<file path="src/rtl/readout_pkg.sv">
// Shared readout definitions: fill header field layout, burst address width, sequencer states.
// Latency: n/a (types and constants only).
// Backpressure: n/a.
// The fill header layout is shared with the write controller, so field positions live only here.
package readout_pkg;

    localparam int HDR_W        = 128;
    localparam int DATA_W       = 128;
    localparam int BURST_ADDR_W = 23;

    // Fill header word: [22:0] start burst address, [38:23] burst count, [127:39] metadata.
    localparam int ADDR_LSB = 0;
    localparam int ADDR_MSB = 22;
    localparam int CNT_LSB  = 23;
    localparam int CNT_MSB  = 38;

    // Wide enough to hold the default 1024-cycle timeout limit.
    localparam int TO_CNT_W = 11;

    typedef enum logic [2:0] {
        ST_IDLE     = 3'd0,
        ST_POP      = 3'd1,
        ST_HDR_OUT  = 3'd2,
        ST_REQ      = 3'd3,
        ST_WAIT     = 3'd4,
        ST_DATA_OUT = 3'd5,
        ST_DONE     = 3'd6
    } state_t;

endpackage

</file>
<file path="src/rtl/fill_readout_control_if.sv">
// Readout link: 128-bit words with a last marker, valid/ready handshake.
// Latency: n/a (wires only).
// Backpressure: producer holds data/valid/last while out_ready is low.
// Ports: master = producer (data, valid, last out; ready in); slave = consumer.
interface fill_readout_control_if;
    import readout_pkg::*;

    logic [DATA_W-1:0] out_data;
    logic              out_valid;
    logic              out_last;
    logic              out_ready;

    modport master (output out_data, output out_valid, output out_last, input out_ready);
    modport slave  (input out_data, input out_valid, input out_last, output out_ready);

endinterface

</file>
<file path="src/rtl/fill_readout_control.sv">
// Pops one fill header, fetches its bursts one at a time from DDR3 and streams header + bursts out.
// Latency: header valid 2 cycles after a non-empty FIFO is seen in IDLE; burst valid 1 cycle after rdy.
// Backpressure: out_ready low holds the current word; only one DDR3 request is ever outstanding.
// Ports: clk/reset_n; acq_enabled gate; FWFT header FIFO read side; DDR3 single-burst read port;
//        rd_link readout stream; fill_done pulse, sticky timeout_err, busy.
module fill_readout_control
    import readout_pkg::*;
#(
    parameter int TIMEOUT_CYC = 1024,
    parameter int CNT_W       = 16
) (
    input  logic                    clk,
    input  logic                    reset_n,
    input  logic                    acq_enabled,
    input  logic                    fill_header_fifo_empty,
    output logic                    fill_header_fifo_rd_en,
    input  logic [HDR_W-1:0]        fill_header_fifo_out,
    output logic [BURST_ADDR_W-1:0] ddr3_rd_burst_addr,
    output logic                    ddr3_rd_one_burst,
    input  logic                    ddr3_one_burst_rdy,
    input  logic [DATA_W-1:0]       ddr3_one_burst_data,
    fill_readout_control_if.master  rd_link,
    output logic                    fill_done,
    output logic                    timeout_err,
    output logic                    busy
);

    localparam logic [TO_CNT_W-1:0] TO_LIMIT = TO_CNT_W'(TIMEOUT_CYC);

    state_t              state_q;
    state_t              state_d;
    logic [CNT_W-1:0]    remain_q;
    logic [TO_CNT_W-1:0] to_cnt_q;

    logic hdr_take;
    logic burst_take;
    logic beat_acc;
    logic to_fire;

    always_ff @(posedge clk or negedge reset_n) begin
        if (!reset_n) begin
            state_q <= ST_IDLE;
        end else begin
            state_q <= state_d;
        end
    end

    always_comb begin
        state_d    = state_q;
        hdr_take   = 1'b0;
        burst_take = 1'b0;
        beat_acc   = 1'b0;
        to_fire    = 1'b0;
        case (state_q)
            ST_IDLE: begin
                // acq_enabled is only looked at here, so a fill in progress always completes.
                if (!acq_enabled && !fill_header_fifo_empty) begin
                    hdr_take = 1'b1;
                    state_d  = ST_POP;
                end
            end
            ST_POP: begin
                state_d = ST_HDR_OUT;
            end
            ST_HDR_OUT: begin
                if (rd_link.out_ready) begin
                    state_d = (remain_q == '0) ? ST_DONE : ST_REQ;
                end
            end
            ST_REQ: begin
                state_d = ST_WAIT;
            end
            ST_WAIT: begin
                // A rdy in the same cycle the count hits the limit still wins.
                if (ddr3_one_burst_rdy) begin
                    burst_take = 1'b1;
                    state_d    = ST_DATA_OUT;
                end else if (to_cnt_q == TO_LIMIT) begin
                    to_fire = 1'b1;
                    state_d = ST_DONE;
                end
            end
            ST_DATA_OUT: begin
                if (rd_link.out_ready) begin
                    beat_acc = 1'b1;
                    state_d  = (remain_q == CNT_W'(1)) ? ST_DONE : ST_REQ;
                end
            end
            ST_DONE: begin
                state_d = ST_IDLE;
            end
            default: begin
                state_d = ST_IDLE;
            end
        endcase
    end

    // Every output is a flop; control strobes are decoded from the next state so they
    // line up with the state they belong to.
    always_ff @(posedge clk or negedge reset_n) begin
        if (!reset_n) begin
            fill_header_fifo_rd_en <= 1'b0;
            ddr3_rd_one_burst      <= 1'b0;
            ddr3_rd_burst_addr     <= '0;
            rd_link.out_data       <= '0;
            rd_link.out_valid      <= 1'b0;
            rd_link.out_last       <= 1'b0;
            fill_done              <= 1'b0;
            timeout_err            <= 1'b0;
            busy                   <= 1'b0;
            remain_q               <= '0;
            to_cnt_q               <= '0;
        end else begin
            fill_header_fifo_rd_en <= (state_d == ST_POP);
            ddr3_rd_one_burst      <= (state_d == ST_REQ);
            rd_link.out_valid      <= (state_d == ST_HDR_OUT) || (state_d == ST_DATA_OUT);
            rd_link.out_last       <= ((state_d == ST_HDR_OUT)  && (remain_q == '0)) ||
                                      ((state_d == ST_DATA_OUT) && (remain_q == CNT_W'(1)));
            fill_done              <= (state_d == ST_DONE);
            busy                   <= (state_d != ST_IDLE);

            // The output register doubles as the header holding register.
            if (hdr_take) begin
                ddr3_rd_burst_addr <= fill_header_fifo_out[ADDR_MSB:ADDR_LSB];
                remain_q           <= fill_header_fifo_out[CNT_LSB +: CNT_W];
                rd_link.out_data   <= fill_header_fifo_out;
            end

            if (burst_take) begin
                rd_link.out_data <= ddr3_one_burst_data;
            end

            // Address is 23 bits wide, so the increment wraps 0x7FFFFF -> 0 on its own.
            if (beat_acc) begin
                ddr3_rd_burst_addr <= ddr3_rd_burst_addr + BURST_ADDR_W'(1);
                remain_q           <= remain_q - CNT_W'(1);
            end

            // Counter reads k in the k-th cycle after the request pulse.
            if (state_q == ST_REQ) begin
                to_cnt_q <= TO_CNT_W'(1);
            end else if (state_q == ST_WAIT) begin
                to_cnt_q <= to_cnt_q + TO_CNT_W'(1);
            end

            if (to_fire) begin
                timeout_err <= 1'b1;
            end
        end
    end

endmodule

</file>
<file path="src/flat_wrapper.sv">
// flat-port wrapper written by rule: the top's interface ports become plain ports
module fill_readout_control_flat import readout_pkg::*;
#(
    parameter int TIMEOUT_CYC = 1024,
    parameter int CNT_W       = 16
)
  (clk, reset_n, acq_enabled, fill_header_fifo_empty, fill_header_fifo_rd_en, fill_header_fifo_out, ddr3_rd_burst_addr, ddr3_rd_one_burst, ddr3_one_burst_rdy, ddr3_one_burst_data, fill_done, timeout_err, busy, rd_link_out_data, rd_link_out_valid, rd_link_out_last, rd_link_out_ready);
  fill_readout_control_if rd_link_i ();
  input  logic clk;
  input  logic reset_n;
  input  logic acq_enabled;
  input  logic fill_header_fifo_empty;
  output logic fill_header_fifo_rd_en;
  input  logic [HDR_W-1:0] fill_header_fifo_out;
  output logic [BURST_ADDR_W-1:0] ddr3_rd_burst_addr;
  output logic ddr3_rd_one_burst;
  input  logic ddr3_one_burst_rdy;
  input  logic [DATA_W-1:0] ddr3_one_burst_data;
  output logic fill_done;
  output logic timeout_err;
  output logic busy;
  output wire logic [$bits(rd_link_i.out_data)-1:0] rd_link_out_data;
  output wire logic [$bits(rd_link_i.out_valid)-1:0] rd_link_out_valid;
  output wire logic [$bits(rd_link_i.out_last)-1:0] rd_link_out_last;
  input wire logic [$bits(rd_link_i.out_ready)-1:0] rd_link_out_ready;
  assign rd_link_out_data = rd_link_i.out_data;
  assign rd_link_out_valid = rd_link_i.out_valid;
  assign rd_link_out_last = rd_link_i.out_last;
  assign rd_link_i.out_ready = rd_link_out_ready;
  fill_readout_control #(.TIMEOUT_CYC(TIMEOUT_CYC), .CNT_W(CNT_W)) u_core (.clk(clk), .reset_n(reset_n), .acq_enabled(acq_enabled), .fill_header_fifo_empty(fill_header_fifo_empty), .fill_header_fifo_rd_en(fill_header_fifo_rd_en), .fill_header_fifo_out(fill_header_fifo_out), .ddr3_rd_burst_addr(ddr3_rd_burst_addr), .ddr3_rd_one_burst(ddr3_rd_one_burst), .ddr3_one_burst_rdy(ddr3_one_burst_rdy), .ddr3_one_burst_data(ddr3_one_burst_data), .rd_link(rd_link_i), .fill_done(fill_done), .timeout_err(timeout_err), .busy(busy));
endmodule
</file>
<file path="config.mk">
export PLATFORM = sky130hd
export DESIGN_NAME = fill_readout_control_flat
export DESIGN_NICKNAME = d
export VERILOG_FILES = /design/src/rtl/readout_pkg.sv /design/src/rtl/fill_readout_control_if.sv /design/src/rtl/fill_readout_control.sv /design/src/flat_wrapper.sv
export SDC_FILE = /design/constraint.sdc
export NUM_CORES = 1
export LEC_CHECK = 0
export BUFFER_PORTS_ARGS = -buffer_cell sky130_fd_sc_hd__clkbuf_2
export CAP_MARGIN = 15
export CELL_PAD_IN_SITES_DETAIL_PLACEMENT = 1
export CELL_PAD_IN_SITES_GLOBAL_PLACEMENT = 2
export CORE_MARGIN = 2
export CORE_UTILIZATION = 26
export CTS_BUF_LIST = sky130_fd_sc_hd__clkbuf_8
export DETAILED_ROUTE_END_ITERATION = 7
export PLACE_DENSITY = 0.92
export SETUP_SLACK_MARGIN = 0.15
export SLEW_MARGIN = 20
export SYNTH_ARGS = -nofsm -noshare
export SYNTH_HDL_FRONTEND = slang
export SYNTH_SLANG_ARGS = --single-unit
</file>
<file path="constraint.sdc">
create_clock -name clk -period 2.8 [get_ports clk]
set_input_delay 0.42 -clock clk [delete_from_list [all_inputs] [get_ports clk]]
set_output_delay 0.42 -clock clk [all_outputs]
set_load 0.005 [all_outputs]
</file>
After elaboration in Yosys (flattened, before gate mapping)
Cells that the tools add are included.

Output and inout bits: 158. Bits in registers: 188. Bits of input ports: 262. Word-level logic and storage cells: 65.

Reductions and logical operators: 13. Equality and inequality tests: 12. Add/subtract/negate cells: 3. Multiplexer cells: 25.

Operator list (number): $mux 128 (2); $mux 23 (2); $mux 16 (2); $add 23x1->23 const B (1); $mux 11 (2); $mux 3 (7); $pmux 3 s6 (1); $eq 16x1->1 const B (1); $logic_not 16->1 (1); $sub 16x1->16 const B (1); $eq 3x2->1 const B (4); $eq 3x3->1 const B (4); $add 11x1->11 const B (1); $eq 11x11->1 const B (1); $mux 1 (9); $eq 3x1->1 const B (2); $reduce_bool 2->1 (3); $logic_and 1x1->1 (3); $logic_not 3->1 (1); $reduce_bool 3->1 (1); $logic_not 1->1 (2); $logic_or 1x1->1 (2).

Longest topological paths before layout
Gate-level depths: netlist of the first run.

Depth in word-level cells: 7. Gate-level depth with buffers: 8. Gate-level depth less buffers: 8.

Worst setup path after synthesis of the first run
Ideal clock, no wire load.

Kind: flip-flop to flip-flop. From: register u_core.remain_q[4]. To: register u_core.remain_q[15]. Data arrival time: 2.271 ns. Clock period less this slack: 2.397 ns. Data required time: 2.674 ns. Path slack: 0.403 ns. Path buffers: 1. Library setup time: 0.126 ns. Cell stages (with the launch flop): 7. Cells stage by stage: dfrtp_1 or4_1 buf_2 or3_4 or3_1 a21o_1 a221o_1.

Word-level cells in the longest chain between the ends: 2.

RTL lines: start, declared (RTL line fill_readout_control.sv:32) `logic [CNT_W-1:0] remain_q;`; start signal, assigned (RTL line fill_readout_control.sv:125) `remain_q <= fill_header_fifo_out[CNT_LSB +: CNT_W];`; start signal, assigned (RTL line fill_readout_control.sv:136) `remain_q <= remain_q - CNT_W'(1);`; $sub 16x1->16 (RTL line fill_readout_control.sv:136); $mux 16 (RTL line fill_readout_control.sv:134) `if (beat_acc) begin`.

Every way passes these cells. A chain may end at the register's enable or synchronous reset.

Worst setup path after layout of the first run
Ends and elaborated chain as after synthesis.

==> results_dict.tcl, run 1 <==
set metrics [dict create \
    status "completed" \
    r2r_cells 5 \
    crit_chain "or4_1 -> or3_4 -> or3_1 -> a21o_1 -> a221o_1" \
    routedWlPerCell_um 19.1 \
    grt_max_degree 61 \
    fin_skew_ns 0.0121 \
    clk_path_buf_depth 2 \
    final_antenna_net_count 0 \
    synth_top_family_by_area "simple AND/OR/NAND/NOR gates" \
    fin_crit_sh 0.863 \
    p_per_area_mw_per_mm2 973 \
    start_kind "flip-flop" \
    layout_setup_ws_ns 0.384 \
    portBuffers 419 \
    post-cts-setup-buffers 0 \
    initial_core_util 0.264 \
    grt_usage 0.204 \
    final_cell_mix "clkbuf_2 (418), nand2_1 (290), dfrtp_1 (188), nor2_1 (160), a31oi_1 (129)" \
    critical_path_class "reg -> reg" \
    crit_buf_inv 0 \
    cp_max_fo 7 \
    setup-tns-final_ns 0 \
    place_ws_ns 0.399 \
    area_growth_pct 35.7 \
    cts-root-buf "clkbuf_8" \
    cap_violations 0 \
    synth_warnings 0 \
    drt_iter0_drc 415 \
    wl_um 36400 \
    hold_violations 0 \
    dieHeight_um 189 \
    placed_cells 1870 \
    synth-xor-area-share 0.00593 \
    die_x_um 189 \
    cts_resized 0 \
    synth_cell_types 55 \
    holdPathStages 3 \
    dp_hpwl_um 27600 \
    layout-drive-gt1-share 0.341 \
    hold_start "ddr3_one_burst_data[9]" \
    setup_viol 0 \
    grt-ovfl-total 0 \
    antennaDiodeCount 0 \
    ctsHoldBuffers 1 \
    synth_mux_area_frac 0.00226 \
    vias 9347 \
    finalCriticalPeriod_ns 2.42 \
    coreArea_mm2 0.0335 \
    grt_pass1_wl_um 56500 \
    leakagePower_nw 5.89 \
    worstSkewPairLatency_ns 0.50 \
    avgSynthCellArea_um2 8.50 \
    die_area_mm2 0.0356 \
    slew_headroom 0.407 \
    worstPathArrival_ns 2.80 \
    reg2reg_slack_ns 0.38 \
    grt_pass1_vias 9795 \
    synth_fa_ha_area_frac 0.00848 \
    vdd_drop_max_v 0.000333 \
    synth_cells 1042 \
    synthArstFlopShare 1.00 \
    reg2reg_to "u_core.remain_q[15]" \
    vias_per_cell 4.91 \
    cts_tree "done" \
    drv_slew 0 \
    rsz0062_at_grt "false" \
    clock_sinks 188 \
    io_pins 420 \
    rows 67 \
    utilization 0.358 \
    routabilityCongestion 0.898 \
    final_common_cell "clkbuf_2" \
    final_nets 1710 \
    netlist_area_mm2 0.00886 \
    numCtsBuffers 17 \
    required_ns 3.19 \
    r2r-start "u_core.remain_q[4]" \
    nFillCells 4164 \
    synth.ff_latch_count 188 \
    h-tree-depth 4 \
    worstMarginPinSlew_ns 0.881 \
    syn_nets 1310 \
    synth-edff-count 0 \
    hold_class "in -> reg" \
    cp_top_family "simple AND/OR/NAND/NOR gates" \
    whs_endpoint "u_core.rd_link.out_data[9]" \
    synth_ff_type "dfrtp_1" \
    drc_errors 0 \
    first_pass_iters 4 \
    cp-end-kind "flip-flop" \
    clkSlewWorstSetupHoldPaths_ns 0.10 \
    critPathMaxStageDelay_ns 0.59 \
    synth-simple-area-share 0.251 \
    max_freq_ghz 0.414 \
    antenna_found_initial 1 \
    seq_area_frac_synth 0.531 \
    synth_compound_area_frac 0.166 \
    instances_no_fill 1903 \
    slowest_stage "or4_1" \
]
cell usage after synthesis (all sizes together) (2+ instances only):
| master | number | area share |
|---|---|---|
| a21o | 4 | 0.0034 |
| a21oi | 14 | 0.0079 |
| a221o | 4 | 0.0045 |
| a311oi | 5 | 0.0049 |
| a31oi | 129 | 0.091 |
| and3 | 6 | 0.0042 |
| buf | 5 | 0.0023 |
| clkbuf | 64 | 0.027 |
| dfrtp | 188 | 0.53 |
| ha | 6 | 0.0085 |
| inv | 14 | 0.0059 |
| mux2i | 2 | 0.0023 |
| nand2 | 292 | 0.12 |
| nand2b | 4 | 0.0028 |
| nand3 | 20 | 0.011 |
| nand4 | 11 | 0.0078 |
| nor2 | 160 | 0.068 |
| nor2b | 5 | 0.0035 |
| nor3 | 8 | 0.0045 |
| nor3b | 2 | 0.0023 |
| nor4 | 8 | 0.0057 |
| nor4b | 2 | 0.0020 |
| o211a | 2 | 0.0023 |
| o211ai | 14 | 0.012 |
| o21ai | 21 | 0.012 |
| o221a | 5 | 0.0064 |
| o311ai | 8 | 0.0079 |
| o32ai | 2 | 0.0020 |
| or2 | 3 | 0.0021 |
| or3 | 5 | 0.0041 |
| or4 | 5 | 0.0042 |
| xnor2 | 3 | 0.0030 |
| xor2 | 3 | 0.0030 |
cells by family after synthesis:
logic type,count (synthesis)
buf+inv,83
compound gates,221
fa+ha+maj,6
flops,188
simple gates,536
xor+xnor,6
mux,2
metal layers:
metal  track usage  wire length, µm
met1         0.254            15300
met2         0.344            17700
met3        0.0525             2550
met4        0.0652              795
met5             0               13
flip-flops by register name (all words and copies together), names as in the netlist:
name,cells
u_core.rd_link.out_data,128
u_core.ddr3_rd_burst_addr,23
u_core.remain_q,16
u_core.to_cnt_q,11
u_core.state_q,3
u_core.busy,1
u_core.ddr3_rd_one_burst,1
u_core.fill_done,1
u_core.fill_header_fifo_rd_en,1
u_core.rd_link.out_last,1
u_core.rd_link.out_valid,1
u_core.timeout_err,1
where the power goes:
| group | internal, mW | total [mW] | switching [mW] |
|---|---|---|---|
| clock network | 0.729 | 1.79 | 1.06 |
| registers | 3.97 | 4.92 | 0.949 |
| logic | 2.16 | 4.98 | 2.82 |
layout make-up:
class                   count  area (µm²)  share of cell area
flip-flops and latches    188        4700               0.391
multi-input cells         771        3860               0.321
repair buffers            450        2470               0.205
well taps                 448         561              0.0466
clock buffers              22         303              0.0252
clock inverters            10        67.6             0.00562
inverters                  14        52.6             0.00437
worst min-delay path, stage by stage:
cell	delay, ns
clkbuf_2	0.08
nand2_1	0.03
o21ai_0	0.05
metrics by stage:
stage	instance area, µm²	power, mW	hold WS [ns]
after CTS	12000	11.9	0.0835
after floorplan	8860	7.33	0.124
final	12000	11.7	0.131
after detailed placement	11600	10.0	0.442
after global placement	11600	9.77	0.440
after global routing	12000	12.6	0.119
how the worst max path moves through the flow:
stage	from	to	slack, ns	cells after the start
2_1_floorplan	u_core.remain_q[4]	u_core.remain_q[15]	0.40	6
3_3_place_gp	u_core.remain_q[4]	u_core.remain_q[15]	0.44	5
3_5_place_dp	u_core.remain_q[4]	u_core.remain_q[15]	0.40	5
4_1_cts	u_core.remain_q[4]	u_core.remain_q[15]	0.38	5
5_1_grt	u_core.remain_q[4]	u_core.rd_link.out_valid	0.21	6
6_report	u_core.remain_q[4]	u_core.remain_q[15]	0.38	5
(Power assumes the default switching activity.)
==> run 2: changes to the inputs <==
- CORE_UTILIZATION: 26 -> 24
- PLACE_DENSITY: 0.92 -> 0.89
- REMOVE_ABC_BUFFERS: default -> 1
- clock period: 2.8 -> 2.1 ns (I/O delays scaled with it)
==> run 2 against run 1 <==
The run now ends with negative setup slack left. Global-route usage is 1.1 points lower. First-iteration DRC count decreased by 17%. Power rose by 41%. Setup slack worse by 0.49 ns. Clock-buffer cell count decreased by 3. Hold slack worse by 0.086 ns. Design area grew 8.5%. Critical path type unchanged. Critical endpoint unchanged.
==> results_dict.tcl, run 2 (same netlist as run 1, synthesis figures left out) <==
set metrics [dict create \
    routedWlPerCell_um 18.9 \
    placed_cells 1933 \
    rsz0062_at_grt "true" \
    violations "negative setup slack" \
    antenna_found_initial 1 \
    clock_power_share 0.145 \
    io_pins 420 \
    grt_usage 0.193 \
    fin_skew_ns 0.0155 \
    p_int_mw 9.75 \
    largest_reg_flops 128 \
    power_frac_comb 0.458 \
    final_cell_mix "clkbuf_2 (418), nand2_1 (287), dfrtp_1 (181), nor2_1 (157), a31oi_1 (129)" \
    r2r-start "u_core.remain_q[4]" \
    utilization 0.358 \
    h-tree-depth 4 \
    dieHeight_um 196 \
    vias_per_cell 4.82 \
    grt_pass1_wl_um 57500 \
    cap_violations 0 \
    start_kind "flip-flop" \
    reg2reg_slack_ns -0.10 \
    drv_slew 0 \
    rows 70 \
    nFillCells 4464 \
    die_x_um 196 \
    drc_errors 0 \
    cp-end-kind "flip-flop" \
    grt-ovfl-total 0 \
    final_nets 1793 \
    hold_start "fill_header_fifo_out[113]" \
    hold_class "in -> reg" \
    worstSkewPairLatency_ns 0.50 \
    grt_max_degree 73 \
    dp_hpwl_um 28500 \
    drt_iter0_drc 343 \
    r2r_cells 5 \
    layout_setup_ws_ns -0.102 \
    worstPathArrival_ns 2.58 \
    fin_crit_sh 1.05 \
    p_per_area_mw_per_mm2 1260 \
    leakagePower_nw 6.36 \
    clock_sinks 188 \
    instances_no_fill 2006 \
    holdPathStages 3 \
    finalCriticalPeriod_ns 2.20 \
    hold_slack_ns 0.0456 \
    numCtsBuffers 17 \
    clk_path_buf_depth 2 \
    p_sw_mw 6.69 \
    area_growth_pct 47.3 \
    setup_viol 1 \
    whs_endpoint "u_core.rd_link.out_data[113]" \
    p_sw_frac 0.407 \
    final_antenna_net_count 0 \
    routabilityCongestion 0.818 \
    cts-root-buf "clkbuf_8" \
    largestRegisters "u_core.rd_link.out_data x128, u_core.ddr3_rd_burst_addr x23, u_core.remain_q x16" \
    slew_headroom 0.589 \
    vdd_drop_max_v 0.000432 \
    coreArea_mm2 0.0364 \
    seqPwrFrac 0.396 \
    initial_core_util 0.243 \
    portBuffers 419 \
    critical_path_class "reg -> reg" \
    clkSlewWorstSetupHoldPaths_ns 0.11 \
    cp_max_fo 2 \
    layout-drive-gt1-share 0.383 \
    required_ns 2.48 \
    reg2reg_to "u_core.remain_q[15]" \
    status "finished with violations" \
    wl_um 38000 \
    startpoint "u_core.remain_q[4]" \
    vias 9664 \
    first_pass_iters 4 \
    final_common_cell "clkbuf_2" \
    worstMarginPinSlew_ns 0.617 \
    cts_tree "done" \
    max_freq_ghz 0.454 \
    hold_violations 0 \
    regMostFlops "u_core.rd_link.out_data" \
    die_area_mm2 0.0385 \
    grt_pass1_vias 10200 \
]
run 2: routing by layer:
metal | share of wire | up-vias | track usage
met5 | 0 | - | 0
met4 | 0.039 | 0 | 0.0856
met3 | 0.064 | 55 | 0.0519
met2 | 0.49 | 328 | 0.330
met1 | 0.41 | 4699 | 0.226
li1 | - | 4582 | -
run 2: worst max path at each step:
| stage | end | slack (ns) | cells after the start |
|---|---|---|---|
| 2_1_floorplan | u_core.rd_link.out_valid | -5.86 | 5 |
| 3_3_place_gp | u_core.remain_q[15] | -0.18 | 5 |
| 3_5_place_dp | u_core.remain_q[15] | -0.23 | 5 |
| 4_1_cts | u_core.remain_q[15] | -0.09 | 5 |
| 5_1_grt | u_core.remain_q[15] | -0.14 | 5 |
| 6_report | u_core.remain_q[15] | -0.10 | 5 |
run 2: area by class of cell:
type | count | area (µm²) | share of cell area
Antenna cell | 1 | 2.50 | 0.000192
Clock buffer | 19 | 262 | 0.0200
Clock inverter | 12 | 101 | 0.00777
Inverter | 14 | 52.6 | 0.00403
Multi-Input combinational cell | 772 | 4020 | 0.308
Sequential cell | 188 | 4710 | 0.361
Tap cell | 468 | 586 | 0.0449
Timing Repair Buffer | 532 | 3310 | 0.254
run 2: worst max-delay path: stages, from the launching register on:
cell	delay [ns]
dfrtp_1	0.40
or4_4	0.55
or3_4	0.34
or3_4	0.34
a21o_1	0.17
a221o_1	0.29
run 2: metrics by stage:
stage / TNS, ns / worst slack [ns] / power [mW] / instance area (µm²)
6_report: -0.102 / -0.102 / 16.4 / 13000
3_5_place_dp: -0.233 / -0.233 / 13.8 / 12100
4_1_cts: -0.0871 / -0.0871 / 16.4 / 12800
5_1_grt: -0.139 / -0.139 / 17.7 / 13000
2_1_floorplan: -608.76 / -5.86 / 9.65 / 8600
3_3_place_gp: -0.184 / -0.184 / 13.5 / 12100
run 2: what timing repair did:
item                                    CTS  global route
hold endpoints to repair                 71             0
endpoints found under the setup margin   24            65
cloned                                    0             3
gates resized for setup                  12            30
hold buffers                             23             0
pin swaps                                 7            12
setup buffers                             9             6
run 2: power by group through the flow:
stage,Clock (mW),Sequential (mW),Combinational [mW]
floorplan,0,6.53,3.11
global placement,0,6.46,7.08
detailed placement,0,6.53,7.29
CTS,2.50,6.49,7.45
global route,2.62,6.75,8.38
finish,2.39,6.52,7.54
